`src/rtl/spec_rotator_pkg.sv`:
```
// Spectrum rotator shared types: mode encodings and
// the per-rotation swap/negate table.
package spec_rot_pkg;

  typedef enum logic [1:0] {
    MODE_BYP = 2'd0,
    MODE_P4  = 2'd1,
    MODE_H2  = 2'd2,
    MODE_M4  = 2'd3
  } mode_e;

  typedef struct packed {
    logic swap;
    logic neg_i;
    logic neg_q;
  } rot_t;

  function automatic logic [1:0] rot_idx(
    input logic [1:0] p,
    input logic [1:0] m
  );
    logic [3:0] prod;
    prod = {2'b00, p} * {2'b00, m};
    return prod[1:0];
  endfunction

  // j^r applied to (i,q): which rails swap and which get negated
  function automatic rot_t rot_lut(input logic [1:0] r);
    rot_t t;
    t = '0;
    unique case (r)
      2'd0: t = '{swap: 1'b0, neg_i: 1'b0, neg_q: 1'b0};
      2'd1: t = '{swap: 1'b1, neg_i: 1'b1, neg_q: 1'b0};
      2'd2: t = '{swap: 1'b0, neg_i: 1'b1, neg_q: 1'b1};
      2'd3: t = '{swap: 1'b1, neg_i: 1'b0, neg_q: 1'b1};
      default: t = '0;
    endcase
    return t;
  endfunction

endpackage

```
`src/rtl/spec_rotator_if.sv`:
```
// Sample stream into and out of the spectrum rotator.
// master drives samples, slave is the rotator.
interface spec_rotator_if #(
  parameter int W = 16
);
  logic                en;
  logic                in_sop;
  logic [1:0]          mode;
  logic signed [W-1:0] in_i;
  logic signed [W-1:0] in_q;
  logic signed [W-1:0] out_i;
  logic signed [W-1:0] out_q;
  logic                out_valid;
  logic                sop_out;
  logic                sat_flag;

  modport master (
    output en,
    output in_sop,
    output mode,
    output in_i,
    output in_q,
    input  out_i,
    input  out_q,
    input  out_valid,
    input  sop_out,
    input  sat_flag
  );

  modport slave (
    input  en,
    input  in_sop,
    input  mode,
    input  in_i,
    input  in_q,
    output out_i,
    output out_q,
    output out_valid,
    output sop_out,
    output sat_flag
  );

endinterface

```
`src/rtl/spec_rotator_sat_neg.sv`:
```
// Conditional two's complement negate that clips
// the most negative value to the most positive one.
module sat_neg #(
  parameter int W = 16
) (
  input  logic signed [W-1:0] a,
  input  logic                neg,
  output logic signed [W-1:0] y,
  output logic                clip
);

  localparam logic signed [W-1:0] MIN =
    {1'b1, {(W-1){1'b0}}};
  localparam logic signed [W-1:0] MAX =
    {1'b0, {(W-1){1'b1}}};

  always_comb begin
    clip = neg && (a == MIN);
    y    = a;
    if (neg) begin
      y = clip ? MAX : -a;
    end
  end

endmodule

```
`src/rtl/spec_rotator.sv`:
```
// Multiplies each valid I/Q sample by j^(p*mode),
// phase aligned to symbol start, 2-cycle pipeline.
module spec_rotator
  import spec_rot_pkg::*;
#(
  parameter int W         = 16,
  parameter bit SOP_ALIGN = 1'b1
) (
  input logic           clk,
  input logic           rst,
  spec_rotator_if.slave bus
);

  logic [1:0] p;
  logic [1:0] mode_r;
  logic [1:0] p_use;
  logic [1:0] mode_use;
  logic [1:0] r;
  logic       sop_hit;
  rot_t       rt;

  logic signed [W-1:0] s1_i;
  logic signed [W-1:0] s1_q;
  logic                s1_ni;
  logic                s1_nq;
  logic                v1;
  logic                sop1;

  logic signed [W-1:0] n_i;
  logic signed [W-1:0] n_q;
  logic                c_i;
  logic                c_q;

  // sop restarts the phase and latches the mode for the symbol
  always_comb begin
    sop_hit  = SOP_ALIGN && bus.in_sop;
    p_use    = sop_hit ? 2'd0 : p;
    mode_use = mode_r;
    if (sop_hit || !SOP_ALIGN) begin
      mode_use = bus.mode;
    end
    r  = rot_idx(p_use, mode_use);
    rt = rot_lut(r);
  end

  always_ff @(posedge clk) begin
    if (!rst) begin
      p      <= 2'd0;
      mode_r <= MODE_BYP;
    end else if (bus.en) begin
      p      <= p_use + 2'd1;
      mode_r <= mode_use;
    end
  end

  always_ff @(posedge clk) begin
    if (!rst) begin
      s1_i  <= '0;
      s1_q  <= '0;
      s1_ni <= 1'b0;
      s1_nq <= 1'b0;
      v1    <= 1'b0;
      sop1  <= 1'b0;
    end else begin
      v1   <= bus.en;
      sop1 <= bus.en && bus.in_sop;
      if (bus.en) begin
        s1_i  <= rt.swap ? bus.in_q : bus.in_i;
        s1_q  <= rt.swap ? bus.in_i : bus.in_q;
        s1_ni <= rt.neg_i;
        s1_nq <= rt.neg_q;
      end
    end
  end

  sat_neg #(
    .W (W)
  ) u_neg_i (
    .a    (s1_i),
    .neg  (s1_ni),
    .y    (n_i),
    .clip (c_i)
  );

  sat_neg #(
    .W (W)
  ) u_neg_q (
    .a    (s1_q),
    .neg  (s1_nq),
    .y    (n_q),
    .clip (c_q)
  );

  // data holds across bubbles; flags only mark real samples
  always_ff @(posedge clk) begin
    if (!rst) begin
      bus.out_i     <= '0;
      bus.out_q     <= '0;
      bus.out_valid <= 1'b0;
      bus.sop_out   <= 1'b0;
      bus.sat_flag  <= 1'b0;
    end else begin
      bus.out_valid <= v1;
      bus.sop_out   <= v1 && sop1;
      bus.sat_flag  <= v1 && (c_i || c_q);
      if (v1) begin
        bus.out_i <= n_i;
        bus.out_q <= n_q;
      end
    end
  end

endmodule
```
`src/flat_wrapper.sv`:
```
// flat-port wrapper written by rule: the top's interface ports become plain ports
module spec_rotator_flat import spec_rot_pkg::*;
#(
  parameter int W         = 16,
  parameter bit SOP_ALIGN = 1'b1
)
  (clk, rst, bus_en, bus_in_sop, bus_mode, bus_in_i, bus_in_q, bus_out_i, bus_out_q, bus_out_valid, bus_sop_out, bus_sat_flag);
  spec_rotator_if #(.W(W)) bus_i ();
  input logic clk;
  input logic rst;
  input wire logic [$bits(bus_i.en)-1:0] bus_en;
  input wire logic [$bits(bus_i.in_sop)-1:0] bus_in_sop;
  input wire logic [$bits(bus_i.mode)-1:0] bus_mode;
  input wire logic [$bits(bus_i.in_i)-1:0] bus_in_i;
  input wire logic [$bits(bus_i.in_q)-1:0] bus_in_q;
  output wire logic [$bits(bus_i.out_i)-1:0] bus_out_i;
  output wire logic [$bits(bus_i.out_q)-1:0] bus_out_q;
  output wire logic [$bits(bus_i.out_valid)-1:0] bus_out_valid;
  output wire logic [$bits(bus_i.sop_out)-1:0] bus_sop_out;
  output wire logic [$bits(bus_i.sat_flag)-1:0] bus_sat_flag;
  assign bus_i.en = bus_en;
  assign bus_i.in_sop = bus_in_sop;
  assign bus_i.mode = bus_mode;
  assign bus_i.in_i = bus_in_i;
  assign bus_i.in_q = bus_in_q;
  assign bus_out_i = bus_i.out_i;
  assign bus_out_q = bus_i.out_q;
  assign bus_out_valid = bus_i.out_valid;
  assign bus_sop_out = bus_i.sop_out;
  assign bus_sat_flag = bus_i.sat_flag;
  spec_rotator #(.W(W), .SOP_ALIGN(SOP_ALIGN)) u_core (.clk(clk), .rst(rst), .bus(bus_i));
endmodule
```
`config.mk`:
```
export PLATFORM = sky130hd
export DESIGN_NAME = spec_rotator_flat
export DESIGN_NICKNAME = d
export VERILOG_FILES = /design/src/rtl/spec_rotator_pkg.sv /design/src/rtl/spec_rotator_if.sv /design/src/rtl/spec_rotator_sat_neg.sv /design/src/rtl/spec_rotator.sv /design/src/flat_wrapper.sv
export SDC_FILE = /design/constraint.sdc
export NUM_CORES = 1
export LEC_CHECK = 0
export CELL_PAD_IN_SITES_DETAIL_PLACEMENT = 1
export CELL_PAD_IN_SITES_GLOBAL_PLACEMENT = 2
export CORE_ASPECT_RATIO = 0.5
export CORE_MARGIN = 2
export CORE_UTILIZATION = 30
export DETAILED_ROUTE_END_ITERATION = 8
export PLACE_DENSITY_LB_ADDON = 0.3
export SLEW_MARGIN = 15
export SYNTH_ARGS = -nofsm -noshare
export SYNTH_HDL_FRONTEND = slang
export SYNTH_SLANG_ARGS = --single-unit
```
`constraint.sdc`:
```
create_clock -name clk -period 2.4 [get_ports clk]
set_input_delay 0.48 -clock clk [delete_from_list [all_inputs] [get_ports clk]]
set_output_delay 0.48 -clock clk [all_outputs]
set_load 0.005 [all_outputs]
```
* Word-level counts from Yosys, hierarchy flattened
Cells that the tools add are included.
** Storage, ports and cells
- Register bits after elaboration :: 75
- Input port bits :: 38
- Output and inout bits :: 35
- Word-level logic and storage cells :: 38
** Operators by class
- $add $sub $neg :: 3
- Multipliers :: 1
- Equality and inequality tests :: 5
- Mux-type cells :: 9
- Reduce and logical (&&, ||, !) cells :: 7
** Operators by type and width (count)
- two-way mux 16 bit :: 6
- equality test 16 bit (second input constant) :: 2
- negation 16 bit :: 2
- case mux 3 bit (4 select lines) :: 1
- logical AND 1 bit :: 5
- equality test 2 bit (second input constant) :: 2
- two-way mux 2 bit :: 2
- adder 2 x 1 -> 2 bit (second input constant) :: 1
- equality test 2 x 1 -> 1 bit (second input constant) :: 1
- logical NOT 2 bit :: 1
- multiplier 2 x 2 -> 2 bit :: 1
- logical OR 1 bit :: 1

* Depth between registers and ports, before layout
Gate-level depths: netlist of the first run.
- Depth after elaboration :: 5
- Gate-level depth with buffers :: 10

* Modules after synthesis
A second synthesis of the first run with hierarchy kept.
** Second synthesis, totals
- Cell total of the unflattened synthesis :: 471
- Area, all modules :: 4117.7 um2
** Modules (own cells, without submodules)
- spec_rotator :: times used 1, cells an instance 329, area each 3206.8 um2, sequential area each 1501.4 um2
- sat_neg :: times used 2, cells an instance 71, area each 455.4 um2, sequential area each 0.0 um2

* Worst setup path before layout of the first run
OpenSTA, ideal clock, no wires.
- Kind :: flip-flop to flip-flop
- Start :: register u_core.s1_i[0]
- End :: register u_core.bus.out_i[2]
- Setup time :: 0.070 ns
- Arrival :: 2.126 ns
- Data required time :: 2.330 ns
- Slack :: 0.204 ns
- Cell stages (with the launch flop) :: 9
- Path buffers :: 2
- Path through :: dfxtp_1 inv_1 ha_1 or3b_1 or4_1 clkbuf_1 o41a_1 buf_6 a21oi_1
** On the way
- Longest elaborated chain between the ends :: 4
- Elaborated cells between the ends (all ways) :: 5
** Ends and longest elaborated chain
- from (decl) :: line spec_rotator.sv:22 : logic signed [W-1:0] s1_i;
- from (signal assigned) :: line spec_rotator.sv:68 : s1_i <= rt.swap ? bus.in_q : bus.in_i;
- parallel branches: the longest is 2 deep, another holds negation 16 bit
- two-way mux 16 bit (*) :: line spec_rotator_sat_neg.sv:21 : y = clip ? MAX : -a;
- two-way mux 16 bit (*) :: line spec_rotator_sat_neg.sv:20 : if (neg) begin
- to (signal assigned) :: line spec_rotator.sv:107 : bus.out_i <= n_i;
- to (decl) :: line spec_rotator_if.sv:36 : output out_i,
Every way passes the cells marked *.
A chain may end at the register's enable or synchronous reset.

* Worst setup path after layout of the first run
- Start :: register u_core.s1_i[0]
- End :: register u_core.bus.out_i[14]
The elaborated chain is that of the path after synthesis.

==> summary.md, run 1 <==
| Metric | Value |
|---|---|
| Fraction of the mapped netlist area in simple logic gates | `21.6%` |
| R2R Path End | `u_core.bus.out_i[14]$_SDFFE_PN0P_` |
| Pre-Repair DR Iteration Count | `4` |
| Setup TNS | `0 ns` |
| CP required | `2.66 ns` |
| Total Nets Final | `553` |
| Yosys warnings | `0` |
| Die ar. | `13200 sq um` |
| Clock sink total | `75` |
| Combinational family with the most area after synthesis | `compound AO/OA/AOI/OAI gates` |
| Most used DFF post-synth | `dfxtp_1` |
| Worst hold margin | `0.468 ns` |
| Diodes inserted | `0` |
| Final Hold Fails | `0` |
| Synth Register Bits | `75` |
| Hold_sp | `u_core.bus.out_i[1]$_SDFFE_PN0P_` |
| Final Critical Period | `2.27 ns` |
| Core ar. | `11900 sq um` |
| Placed Area | `4630 sq um` |
| Ys async rst share | `0%` |
| Hold EP | `u_core.bus.out_i[1]$_SDFFE_PN0P_` |
| R2R depth | `8` |
| Vias per Instance | `5.05` |
| DRC Markers | `0` |
| PwrDens | `651 nW/um^2` |
| Status | `complete, no violations` |
| Final Setup Violations | `0` |
| Die Wd | `161 um` |
| R2R setup slack | `0.13 ns` |
| Compound-Gate Fraction of Synth Area | `23.3%` |
| H-tree depth | `3` |
| Largest net degree at the start of global routing | `49` |
| Die Span Y | `82.3 um` |
| Total GRT Usage | `17.8%` |
| Max VDD drop | `0.000305 V` |
| Crit start category | `flip-flop` |
| CTS root buf | `clkbuf_16` |
| Vias | `3431` |
| WP data arrival | `2.53 ns` |
| Worst-margin pin slew | `0.650 ns` |
| # rows | `28` |
| # IOs | `73` |
| CTS buffer count | `9` |
| 1st-iter DRT viols | `197` |
| Area grow syn2layout | `35.0%` |
| Syn Area/Cell | `8.34 sq um` |
| Vias in the first global route | `3324` |
| Wire per inst | `16.5 um` |
| Initial Util | `31.0%` |
| Setup CP Type | `reg2reg` |
| Max-Cap Viols | `0` |
| Final Max Slew Viols | `0` |
| Final Wtd Congestion | `0.773` |
| Gr ovfl total | `0` |
| CP max FO | `4` |
| Post-route clock period utilization | `94.8%` |
| Net Count, Synth | `484` |
| P_leak | `2.08 nW` |
| Clock latency on the worst-skew pair | `0.34 ns` |
| Adder-Cell Fraction of Synth Area | `1.70%` |
| # hold bufs at CTS | `0` |
| Sequential-to-total area share from yosys stat | `40.8%` |
| Clk slew on worst S/H paths | `0.06 ns` |
| Post-Syn Area | `3680 sq um` |
| Tot Pwr | `3.23 mW` |
| IO Port Bufs | `72` |
| Multiplexer share of the synthesized area | `0.545%` |
| Placed cells | `663` |
| Post-synth EDFFs | `0` |
| CTS tree | `done` |
| Non-filler cells, final | `679` |
| Share of layout cells above drive strength 1 | `9.92%` |
| Initial antenna violation count | `0` |
| Max Freq | `440 MHz` |
| Worst hold path type | `reg2reg` |
| Detail Route Antenna Nets | `0` |
| Final Skew | `0.00855 ns` |
| Worst R2R Start | `u_core.s1_i[0]$_SDFFE_PN0P_` |
| XOR/XNOR share of the synthesized area | `6.67%` |
| Finished Cell Area | `4960 sq um` |
| Routed wire length | `11200 um` |
| CP Capture Type | `flip-flop` |
| First-pass GRT wire length | `18100 um` |
| Syn Inst Count | `441` |
| HPWL Detailed | `7980 um` |
| Max-slew headroom | `56.2%` |
| Maximum clock path buffer count | `2` |
| Hold depth | `2` |
| RSZ-0062 raised after global routing | `yes` |
| Count of cell types in the netlist | `37` |
[flip-flops by register name (all words and copies together) (netlist names)]
signal and cells:
u_core.s1_nq 1, u_core.p 2, u_core.bus.out_i 16, u_core.s1_q 16
u_core.v1 1, u_core.bus.sop_out 1, u_core.s1_ni 1, u_core.bus.out_q 16
u_core.sop1 1, u_core.mode_r 2, u_core.bus.out_valid 1, u_core.s1_i 16
u_core.bus.sat_flag 1
[synthesized netlist by cell type (2+ instances only)]
cell	instances	area, sq um
dfxtp_1	75	1500
nand3_1	67	335
nand2_1	53	199
clkbuf_1	38	143
o21ai_0	38	190
o211a_1	33	330
a21oi_1	23	115
xor2_1	22	193
inv_1	11	41.3
o31ai_1	10	75.1
nor2_1	7	26.3
nor2b_1	6	37.5
xnor2_1	6	52.6
ha_1	5	62.6
o41ai_1	4	35.0
or4_1	4	30.0
a21boi_0	3	22.5
a31oi_1	3	18.8
nand2b_1	3	18.8
nor3_1	3	15.0
nor4_1	3	18.8
and2_1	2	12.5
and3_1	2	12.5
mux2i_1	2	20.0
nand3b_1	2	15.0
o221ai_1	2	17.5
o22ai_1	2	12.5
o41a_1	2	22.5
or4_4	2	22.5
[cell families (layout without fill, tap and decap cells)]
group           after synthesis  count (layout)
simple gates                159             159
compound gates              122             122
flops                        75              75
buf+inv                      50             123
xor+xnor                     28              28
fa+ha+maj                     5               5
mux                           2               2
[per-layer routing]
metal  track usage [%]  up-vias  wire length, um
li1                  -     1719                -
met1              25.1     1659             5930
met2              27.0       43             4840
met3              4.35       10              315
met4              5.14        0              119
met5                 0        -                0
[metrics by stage]
step           setup WS, ns  util (%)
2_1_floorplan         0.204         -
3_3_place_gp         0.0939      39.0
3_5_place_dp         0.0505      39.0
4_1_cts             0.00459      41.6
5_1_grt            -0.00896      41.8
6_report              0.125      41.8
[where the power goes]
part           internal [mW]  leakage, nW  switching, mW  total (mW)
Clock                  0.854        0.144          0.524        1.38
Sequential              1.32        0.620         0.0743        1.40
Combinational          0.237         1.31          0.220       0.457
Total                   2.41         2.08          0.818        3.23
[cell usage in the layout (no fill, tap or decap), drive strengths merged, types with 2 or more instances in the layout]
master	instances
nand2b	3
dfxtp	75
xor2	22
ha	5
nand3	67
a21boi	4
or4	6
mux2i	2
o21ai	38
clkinvlp	2
nor2	7
nand2	53
nor4	4
o211a	33
and2	2
xnor2	6
o221ai	2
nor2b	6
buf	27
clkdlybuf4s50	70
o31ai	10
a21oi	23
and3	2
nor3	3
nand3b	2
o41a	2
clkbuf	11
inv	11
o41ai	4
a31oi	3
o22ai	2
[critical path: stages (launching register included)]
cell     delay [ns]
dfxtp_1        0.31
inv_1          0.07
ha_1           0.17
or3b_1         0.40
or4_4          0.45
buf_4          0.16
nor4_4         0.26
inv_1          0.14
a41oi_1        0.23
[area by class of cell]
cell class	count	area, sq um
Tap cell	165	206
Fill cell	1378	6910
Inverter	11	41.3
Clock inverter	4	50.0
Multi-Input combinational cell	316	2000
Sequential cell	75	1500
Clock buffer	11	253
Timing Repair Buffer	97	911
[worst max-delay path by stage]
stage / cells after the start / start / endpoint / slack, ns
6_report: 8 / u_core.s1_i[0]$_SDFFE_PN0P_ / u_core.bus.out_i[14]$_SDFFE_PN0P_ / 0.13
5_1_grt: 5 / u_core.s1_i[7]$_SDFFE_PN0P_ / u_core.bus.out_i[15]$_SDFFE_PN0P_ / -0.009
4_1_cts: 8 / u_core.s1_i[0]$_SDFFE_PN0P_ / u_core.bus.out_i[14]$_SDFFE_PN0P_ / 0.005
3_5_place_dp: 8 / u_core.s1_i[0]$_SDFFE_PN0P_ / u_core.bus.out_i[14]$_SDFFE_PN0P_ / 0.05
3_3_place_gp: 7 / u_core.s1_i[0]$_SDFFE_PN0P_ / u_core.bus.out_i[15]$_SDFFE_PN0P_ / 0.09
2_1_floorplan: 8 / u_core.s1_i[0]$_SDFFE_PN0P_ / u_core.bus.out_i[2]$_SDFFE_PN0P_ / 0.20
[what timing repair did]
action / CTS / global route
setup endpoints to repair: 0 / 8
gates resized for setup: 0 / 5
buffers inserted: 0 / 1
(Power assumes the default switching activity.)
==> run 2, diff against run 1 <==
--- a/config.mk
+++ b/config.mk
@@ -5,11 +5,13 @@
 export SDC_FILE = /design/constraint.sdc
 export NUM_CORES = 1
 export LEC_CHECK = 0
+export ABC_AREA = 1
+export ABC_CLOCK_PERIOD_IN_PS = 2400
 export CELL_PAD_IN_SITES_DETAIL_PLACEMENT = 1
 export CELL_PAD_IN_SITES_GLOBAL_PLACEMENT = 2
 export CORE_ASPECT_RATIO = 0.5
 export CORE_MARGIN = 2
-export CORE_UTILIZATION = 30
+export CORE_UTILIZATION = 28
 export DETAILED_ROUTE_END_ITERATION = 8
 export PLACE_DENSITY_LB_ADDON = 0.3
 export SLEW_MARGIN = 15
==> summary.md, run 2 <==
| Metric | Value |
|---|---|
| Gr ovfl total | `0 (unchanged)` |
| Vias in the first global route | `3675 (+11%)` |
| Final Critical Period | `1.88 ns (-0.397 ns)` |
| Post-synth EDFFs | `0 (unchanged)` |
| H-tree depth | `3 (unchanged)` |
| Yosys warnings | `0 (unchanged)` |
| Share of layout cells above drive strength 1 | `7.02% (-2.9 points)` |
| CP max FO | `4 (unchanged)` |
| R2R Path End | `u_core.bus.out_i[15]$_SDFFE_PN0P_` |
| Crit start category | `input pin` |
| Ys async rst share | `0% (unchanged)` |
| Critical Path Stages | `8 (unchanged)` |
| Max Freq | `533 MHz (+21%)` |
| Final Skew | `0.0118 ns (+0.00330 ns)` |
| Max incr delay on CP | `0.46 ns (about the same)` |
| Pre-Repair DR Iteration Count | `4 (unchanged)` |
| Sequential-to-total area share from yosys stat | `38.4% (-2.4 points)` |
| CTS buffer count | `9 (unchanged)` |
| RSZ-0062 raised after global routing | `no` |
| Diodes inserted | `0 (unchanged)` |
| CTS root buf | `clkbuf_16` |
| R2R setup slack | `0.70 ns (+0.57 ns)` |
| Clock sink total | `75 (unchanged)` |
| Initial antenna violation count | `0 (unchanged)` |
| Most common cell type on the critical path | `nor2_1` |
| IO Port Bufs | `72 (unchanged)` |
| Clock latency on the worst-skew pair | `0.33 ns (about the same)` |
| Count leader, synth | `nand2_1` |
| Most used DFF post-synth | `dfxtp_1` |
| Status | `complete, no violations` |
| Cell taking the most area after synthesis | `dfxtp_1` |
| DRC Markers | `0 (unchanged)` |
| Worst R2R Start | `u_core.s1_i[1]$_SDFFE_PN0P_` |
| CP Capture Type | `flip-flop` |
| HPWL Detailed | `8750 um (+9.8%)` |
| # hold bufs at CTS | `0 (unchanged)` |
| Synth Register Bits | `75 (unchanged)` |
| Hold_sp | `u_core.sop1$_SDFF_PN0_` |
| Maximum clock path buffer count | `2 (unchanged)` |
| CP Cell Sequence | `clkdlybuf4s50_1 > nor2_1 > inv_1 > nor2_1 > xor2_1 > ha_1 > o21ai_0 > a21oi_1` |
| Wire per inst | `14.2 um (-14%)` |
| Cts repair resizes | `0 (unchanged)` |
| Worst path buffer plus inverter count | `2 (-1)` |
| Net Count, Synth | `616 (+27%)` |
| Setup TNS | `0 ns (unchanged)` |
| Final Wtd Congestion | `0.781 (+1.0%)` |
| Largest net degree at the start of global routing | `57 (+16%)` |
| Post-Syn Area | `3910 sq um (+6.3%)` |
| Die Span Y | `87.5 um (+6.4%)` |
| WL met2 | `4990 um (+3.0%)` |
| Final Max Slew Viols | `0 (unchanged)` |
| Area share of the leading cell type in the synthesized netlist | `38.4% (-2.4 points)` |
| Die Wd | `171 um (+6.6%)` |
| Post-route clock period utilization | `78.2% (-17 points)` |
| Synth cell count leaders | `135 x nand2_1, 81 x inv_1, 75 x dfxtp_1` |
| WP data arrival | `2.08 ns (-0.45 ns)` |
| First-pass GRT wire length | `19500 um (+8.2%)` |
| PwrDens | `665 nW/um^2 (+2.1%)` |
| DP Worst Slack | `0.192 ns (+0.141 ns)` |
| Highest metal used | `met4` |
| Vias | `3752 (+9.4%)` |
| Area grow syn2layout | `32.4%` |
| Vias per Instance | `4.50 (-11%)` |
| 1st-iter DRT viols | `126 (-36%)` |
| Setup CP Type | `in2reg` |
| Worst-margin pin slew | `0.402 ns (-0.248 ns)` |
| Met3 routed WL | `262 um (-17%)` |
| Syn Area/Cell | `6.82 sq um (-18%)` |
| Critical path's top delay family | `buffers and inverters` |
| M1 WL | `6530 um (+10%)` |
| Total Nets Final | `679 (+23%)` |
| Initial Util | `28.8% (-2.2 points)` |
| Max VDD drop | `0.000348 V (+14%)` |
| Routed wire length | `11900 um (+5.8%)` |
| P_leak | `2.38 nW (+14%)` |
| Final Setup Violations | `0 (unchanged)` |
| Most frequent cells in the layout | `135 x nand2_1, 81 x inv_1, 75 x dfxtp_1` |
| Most common cell after layout, fill and taps aside | `nand2_1` |
| Final core occ | `38.1% (-3.7 points)` |
| Final Hold Fails | `0 (unchanged)` |
| Total GRT Usage | `16.8% (-0.95 points)` |
| Syn Inst Count | `573 (+30%)` |
| CP required | `2.61 ns (-0.05 ns)` |
| Hold EP | `u_core.bus.sop_out$_SDFF_PN0_` |
| Final Worst Setup Slack | `0.522 ns (+0.397 ns)` |
| Postcts setup bufs | `0 (unchanged)` |
| Die ar. | `15000 sq um (+13%)` |
| R2R depth | `9 (+1)` |
| Clk slew on worst S/H paths | `0.06 ns (about the same)` |
| # IOs | `73 (unchanged)` |
| Top cells by area, synth | `dfxtp_1 38%, nand2_1 13%, inv_1 7.8%, o211ai_1 6.1%, nand3_1 5.9%` |
| Worst hold path type | `reg2reg` |
| Hold depth | `2 (unchanged)` |
| Core ar. | `13600 sq um (+14%)` |
| # rows | `30 (+7.1%)` |
| Detail Route Antenna Nets | `0 (unchanged)` |
| CTS tree | `done` |
| Max-slew headroom | `73.1% (+17 points)` |
| Tot Pwr | `3.44 mW (+6.4%)` |
| CP max-delay cell | `clkdlybuf4s50_1` |
| # fillers | `1685 (+22%)` |
| Count of cell types in the netlist | `33 (-11%)` |
| Max-Cap Viols | `0 (unchanged)` |
==> run 2: cell types whose count changed after synthesis, sizes merged, moves of 9 or more <==
cell    before  now
buf          1   10
o31ai       10    1
inv         11   84
clkbuf      38   17
o211a       33    0
nand2       53  138
nor2         7   61
o211ai       0   32
nand3       67   51
xor2        22    9
==> run 2: report_power, final <==
group	leakage [nW]	internal, mW	switching [mW]	total (mW)
Combinational	1.60	0.257	0.294	0.551
Clock	0.159	0.939	0.543	1.48
Sequential	0.620	1.33	0.0769	1.41
==> run 2: metal layers <==
metal | global-route usage [%] | vias up
li1 | - | 1967
met1 | 24.2 | 1745
met2 | 26.2 | 34
met3 | 3.34 | 6
met4 | 3.54 | 0
met5 | 0 | -
==> run 2: how the worst max path moves through the flow <==
stage / startpoint / endpoint / slack, ns
after floorplan: bus_in_sop / u_core.s1_ni$_SDFFE_PN0P_ / 0.82
after global placement: bus_in_sop / u_core.s1_ni$_SDFFE_PN0P_ / 0.25
after detailed placement: bus_in_sop / u_core.s1_ni$_SDFFE_PN0P_ / 0.19
after CTS: bus_in_sop / u_core.s1_ni$_SDFFE_PN0P_ / 0.50
after global routing: bus_in_sop / u_core.s1_ni$_SDFFE_PN0P_ / 0.37
final: bus_in_sop / u_core.s1_ni$_SDFFE_PN0P_ / 0.52
==> run 2: logic make-up after synthesis <==
| kind of cell | share of synthesized area (%) |
|---|---|
| fa+ha+maj | 1.60 |
| flops | 38.4 |
| xor+xnor | 2.91 |
| simple gates | 28.7 |
| compound gates | 17.4 |
| buf+inv | 11.0 |
==> run 2: final cells by class <==
| cell class | count | area [sq um] | area share, % |
|---|---|---|---|
| flip-flops and latches | 75 | 1500 | 29.0 |
| multi-input cells | 387 | 1980 | 38.2 |
| clock buffers | 10 | 239 | 4.62 |
| clock inverters | 6 | 86.3 | 1.67 |
| repair buffers | 79 | 813 | 15.7 |
| well taps | 192 | 240 | 4.64 |
| inverters | 84 | 318 | 6.14 |
==> run 2: metrics by stage <==
stage          instances  hold WS (ns)  cell area [sq um]
5_1_grt              833         0.421               5170
3_5_place_dp         817         0.404               4850
6_report             833         0.410               5170
4_1_cts              833         0.414               5170
3_3_place_gp         817         0.397               4850
2_1_floorplan        573         0.394               3910
==> run 2: tightest hold or removal path, stage by stage, from the launching register on <==
cell and delay, ns:
dfxtp_1 0.30, inv_1 0.04, nor2_1 0.03
